**src/rtl/padc_dig_corr.sv**
```systemverilog
// Digital correction for a pipelined 1.5-bit/stage ADC: time-aligns the per-stage
// codes, sums them with overlapping weights and flags words containing illegal codes.
module padc_dig_corr #(
    parameter int NSTAGE = 7,
    parameter int OUT_W  = 8
) (
    input  logic             clk,
    input  logic             rst,
    input  logic             en,
    input  logic [1:0]       dig_raw [NSTAGE],
    output logic [OUT_W-1:0] dout,
    output logic             dout_valid,
    output logic             err,
    output logic [7:0]       err_cnt
);

    localparam int FW = $clog2(NSTAGE + 1);

    logic [1:0]       aligned [NSTAGE];
    logic [FW-1:0]    fill_cnt;
    logic [OUT_W-1:0] sum;
    logic [OUT_W-1:0] term;
    logic [1:0]       clamped;
    logic             any_bad;
    logic             word_full;

    // Earlier stages resolve sooner, so they wait longest; the last stage is used directly.
    generate
        for (genvar i = 0; i < NSTAGE; i++) begin : g_stage
            if (i == NSTAGE - 1) begin : g_direct
                assign aligned[i] = dig_raw[i];
            end else begin : g_delay
                localparam int D = NSTAGE - 1 - i;
                logic [1:0] line [D];

                always_ff @(posedge clk or posedge rst) begin
                    if (rst) begin
                        for (int k = 0; k < D; k++) line[k] <= 2'b00;
                    end else if (en) begin
                        line[0] <= dig_raw[i];
                        for (int k = 1; k < D; k++) line[k] <= line[k-1];
                    end
                end

                assign aligned[i] = line[D-1];
            end
        end
    endgenerate

    // Illegal code 11 is clamped to 10 so the sum never exceeds 2*(2^NSTAGE-1).
    always_comb begin
        sum     = '0;
        term    = '0;
        clamped = 2'b00;
        any_bad = 1'b0;
        for (int i = 0; i < NSTAGE; i++) begin
            clamped = (aligned[i] == 2'b11) ? 2'b10 : aligned[i];
            term    = {{(OUT_W-2){1'b0}}, clamped};
            sum     = sum + (term << (NSTAGE - 1 - i));
            any_bad = any_bad | (aligned[i] == 2'b11);
        end
    end

    // The word registered on this edge is complete once NSTAGE-1 edges have filled the lines.
    assign word_full = (fill_cnt >= FW'(NSTAGE - 1));

    always_ff @(posedge clk or posedge rst) begin
        if (rst) begin
            fill_cnt   <= '0;
            dout       <= '0;
            dout_valid <= 1'b0;
            err        <= 1'b0;
            err_cnt    <= 8'd0;
        end else if (en) begin
            if (fill_cnt != FW'(NSTAGE)) fill_cnt <= fill_cnt + FW'(1);
            dout       <= sum;
            dout_valid <= word_full;
            err        <= word_full & any_bad;
            if (word_full && any_bad && (err_cnt != 8'hFF)) err_cnt <= err_cnt + 8'd1;
        end
    end

endmodule

```
**config.mk**
```make
export PLATFORM = sky130hd
export DESIGN_NAME = padc_dig_corr
export DESIGN_NICKNAME = d
export VERILOG_FILES = /design/src/rtl/padc_dig_corr.sv
export SDC_FILE = /design/constraint.sdc
export NUM_CORES = 1
export LEC_CHECK = 0
export ABC_AREA = 1
export ABC_CLOCK_PERIOD_IN_PS = 2900
export BUFFER_PORTS_ARGS = -buffer_cell sky130_fd_sc_hd__buf_2
export CAP_MARGIN = 20
export CELL_PAD_IN_SITES_DETAIL_PLACEMENT = 0
export CELL_PAD_IN_SITES_GLOBAL_PLACEMENT = 2
export CORE_ASPECT_RATIO = 0.75
export CORE_UTILIZATION = 35
export CTS_CLUSTER_DIAMETER = 40
export CTS_CLUSTER_SIZE = 25
export DETAILED_ROUTE_END_ITERATION = 8
export PLACE_DENSITY_LB_ADDON = 0.1
export SETUP_SLACK_MARGIN = 0.4
export SLEW_MARGIN = 10
export SYNTH_ARGS = -nofsm -noshare
export SYNTH_HDL_FRONTEND = slang
export SYNTH_SLANG_ARGS = --single-unit
```
**constraint.sdc**
```tcl
create_clock -name clk -period 2.9 [get_ports clk]
set_input_delay 0.87 -clock clk [delete_from_list [all_inputs] [get_ports clk]]
set_output_delay 0.87 -clock clk [all_outputs]
set_load 0.02 [all_outputs]
```
==> results.sh <==
export IMPL_max_stage_delay_ns=0.48
export IMPL_vias=2256
export IMPL_yosysMostFrequentCell="nand2_1"
export IMPL_drv_slew=0
export IMPL_required_ns=2.03
export IMPL_dp_cells=483
export IMPL_wl_um=6220
export IMPL_clkLatencyLatePin_ns=0.33
export IMPL_slew_headroom_pct=66.1
export IMPL_rows=28
export IMPL_cts_tree="done"
export IMPL_cts_setup_buffers=0
export IMPL_avgSynthCellArea_sq_um=8.41
export IMPL_htreeDepth=3
export IMPL_yosysUniqueCellTypes=28
export IMPL_syn_nets=383
export IMPL_synth_ff_type="dfrtp_1"
export IMPL_worst_slew_pin_transition_ns=0.508
export IMPL_synth_seq_cells=63
export IMPL_ys_warn_count=0
export IMPL_grt_pass1_wl_um=10500
export IMPL_area_growth_pct=18.4
export IMPL_cp_arrival_ns=1.02
export IMPL_synthCells=356
export IMPL_rsz0062_at_grt="false"
export IMPL_worstSetupEndpointType="primary output"
export IMPL_numCtsBuffers=9
export IMPL_synth_top_cell_area_share_pct=52.6
export IMPL_cts_root_buffer="clkbuf_16"
export IMPL_path_cells="buf_2"
export IMPL_grt_usage_pct=16.1
export IMPL_nFillCells=840
export IMPL_fin_crit_ns=1.89
export IMPL_finalCritPeriodShare_pct=65.1
export IMPL_hp_start="g_stage[3].g_delay.line[5]"
export IMPL_grt_max_degree=56
export IMPL_hold_path_class="reg2reg"
export IMPL_leakage_uw=0.00187
export IMPL_drive_above_1_share_pct=17.5
export IMPL_initial_utilization_pct=37.0
export IMPL_pin_count=35
export IMPL_p_per_area_nw_per_um2=758
export IMPL_placed_area_sq_um=3270
export IMPL_diodes=0
export IMPL_synth_top_area_cell="dfrtp_1"
export IMPL_cts_buffer_depth=2
export IMPL_synthTopCellsByCount="125 x nand2_1, 63 x dfrtp_1, 44 x o21ai_0"
export IMPL_wl_per_cell_um=12.5
export IMPL_first_pass_iters=4
export IMPL_drt_vias_per_instance=4.52
export IMPL_hold_viol=0
export IMPL_chipWidth_um=109
export IMPL_post_cts_resized=0
export IMPL_first_global_vias=2117
export IMPL_dp_hpwl_um=4340
export IMPL_startpoint="err_cnt[2]"
export IMPL_crit_path_top_delay_cell="dfrtp_1"
export IMPL_place_gp_congestion=0.729
export IMPL_vdd_drop_max_uv=397
export IMPL_worstSetupPathType="reg2out"
export IMPL_antenna_found_initial=0
export IMPL_synth_edf_count=0
export IMPL_portBuffers=34
export IMPL_dieArea_sq_um=8940
export IMPL_yosysSeqAreaShare_pct=52.6
export IMPL_skew_ns=0.00581
export IMPL_detail_route_iter0_violations=97
export IMPL_grt_overflow_total=0
export IMPL_timing_rr_start="aligned[5]"
export IMPL_async_flop_share_pct=100
export IMPL_crit_family="flip-flops"
export IMPL_fin_tns_setup_ns=0
export IMPL_cap_viol_max_count=0
export IMPL_fin_cells=499
export IMPL_cp_max_fo=7
export IMPL_setup_viol=0
export IMPL_stdcell_area_sq_um=3550
export IMPL_path_buf_inv=1
export IMPL_clk_pin_slew_ns=0.05
export IMPL_ys_top_cells_by_area="dfrtp_1 53%, nand2_1 16%, o21ai_0 7.4%"
export IMPL_die_y_um=82.1
export IMPL_clock_fmax_mhz=530
export IMPL_drc_errors=0
export IMPL_status="completed"
export IMPL_hold_buffers=0
export IMPL_postRouteAntennaNets=0
export IMPL_finish_utilization_pct=43.8
export IMPL_power_total_uw=2690
export IMPL_coreArea_sq_um=8090
export IMPL_final_net_count=416
export IMPL_netlist_area_sq_um=3000
export IMPL_crit_path_start_kind="register"
export IMPL_clock_sinks=63
==> worst register-to-register path, stage by stage, from the launching register on <==
cell     delay (ns)
dfrtp_1        0.42
nor2_1         0.26
inv_1          0.11
fa_1           0.42
inv_1          0.11
nand3_1        0.10
nand2_1        0.08
o21ai_0        0.06
o21ai_0        0.16
==> path summary, 6_finish.rpt <==
kind	to	slack (ns)	cells past startpoint
max in group asynchronous	g_stage[1].g_delay.line[6]	1.74	3
worst min-delay path	g_stage[3].g_delay.line[5]	0.47	2
worst max register to register	dout[5]	1.11	8
worst max-delay path	err_cnt[2]	1.01	1
min in group asynchronous	fill_cnt[0]	0.55	2
worst min register to register	g_stage[3].g_delay.line[5]	0.47	2
==> stage by stage <==
stage                     hold WS, ns  setup WS, ns
after global placement          0.449         0.737
final                           0.468          1.01
after global routing            0.496         0.878
after detailed placement        0.458         0.712
after floorplan                 0.442         0.460
after CTS                       0.472         0.999
==> report_power, final <==
group | total, uW | internal, uW | switching [uW]
clock network | 993 | 618 | 374
registers | 1130 | 1030 | 108
logic | 559 | 221 | 338
==> cell type report <==
type	instances	area (sq um)	area share, %
inverter	43	166	4.69
multi-input combinational	233	1170	33.1
timing repair buffer	39	220	6.21
clock inverter	4	20.0	0.565
sequential	63	1580	44.5
tap	105	131	3.71
clock buffer	12	256	7.23
==> flip-flops by register name, summed over array words and instances, names as in the netlist <==
signal and flops:
aligned 10, dout 8, dout_valid 1, err 1, err_cnt 8, fill_cnt 3
g_stage.g_delay.line 32
==> per-layer routing <==
metal  share of wire, %  track usage (%)  vias to the layer above
met1                 58             23.5                     1025
met4                1.0             5.27                        0
met5                  0                0                        -
met2                 37             21.4                       37
met3                4.3             5.97                        7
li1                   -                -                     1187
==> kinds of logic (layout without fill, tap and decap cells) <==
| family | count (synthesis) | count (layout) | share of synthesized area, % |
|---|---|---|---|
| fa+ha+maj | 10 | 10 | 4.43 |
| simple gates | 166 | 166 | 23.9 |
| mux | 2 | 2 | 1.00 |
| xor+xnor | 3 | 3 | 0.877 |
| flops | 63 | 63 | 52.6 |
| compound gates | 52 | 52 | 9.02 |
| buf+inv | 60 | 98 | 8.15 |
==> placed cells by master, fill, tap and decap left out <==
cell,count
nand2_1,125
dfrtp_1,63
o21ai_0,44
inv_1,40
buf_2,34
nand3_1,13
nor2_1,12
ha_1,9
clkbuf_16,9
nand4_1,6
a21oi_1,5
clkinv_2,4
buf_4,4
nor2_2,3
inv_2,2
nand3_4,2
xnor2_1,2
mux2_4,2
clkbuf_8,2
nand2_2,1
nor2_4,1
nand2_4,1
clkinv_4,1
xor2_1,1
a21oi_2,1
a22o_1,1
or2_4,1
nand3b_1,1
a21o_1,1
fa_1,1
clkbuf_1,1
buf_12,1
No activity file was read; power rests on OpenSTA's default activity.
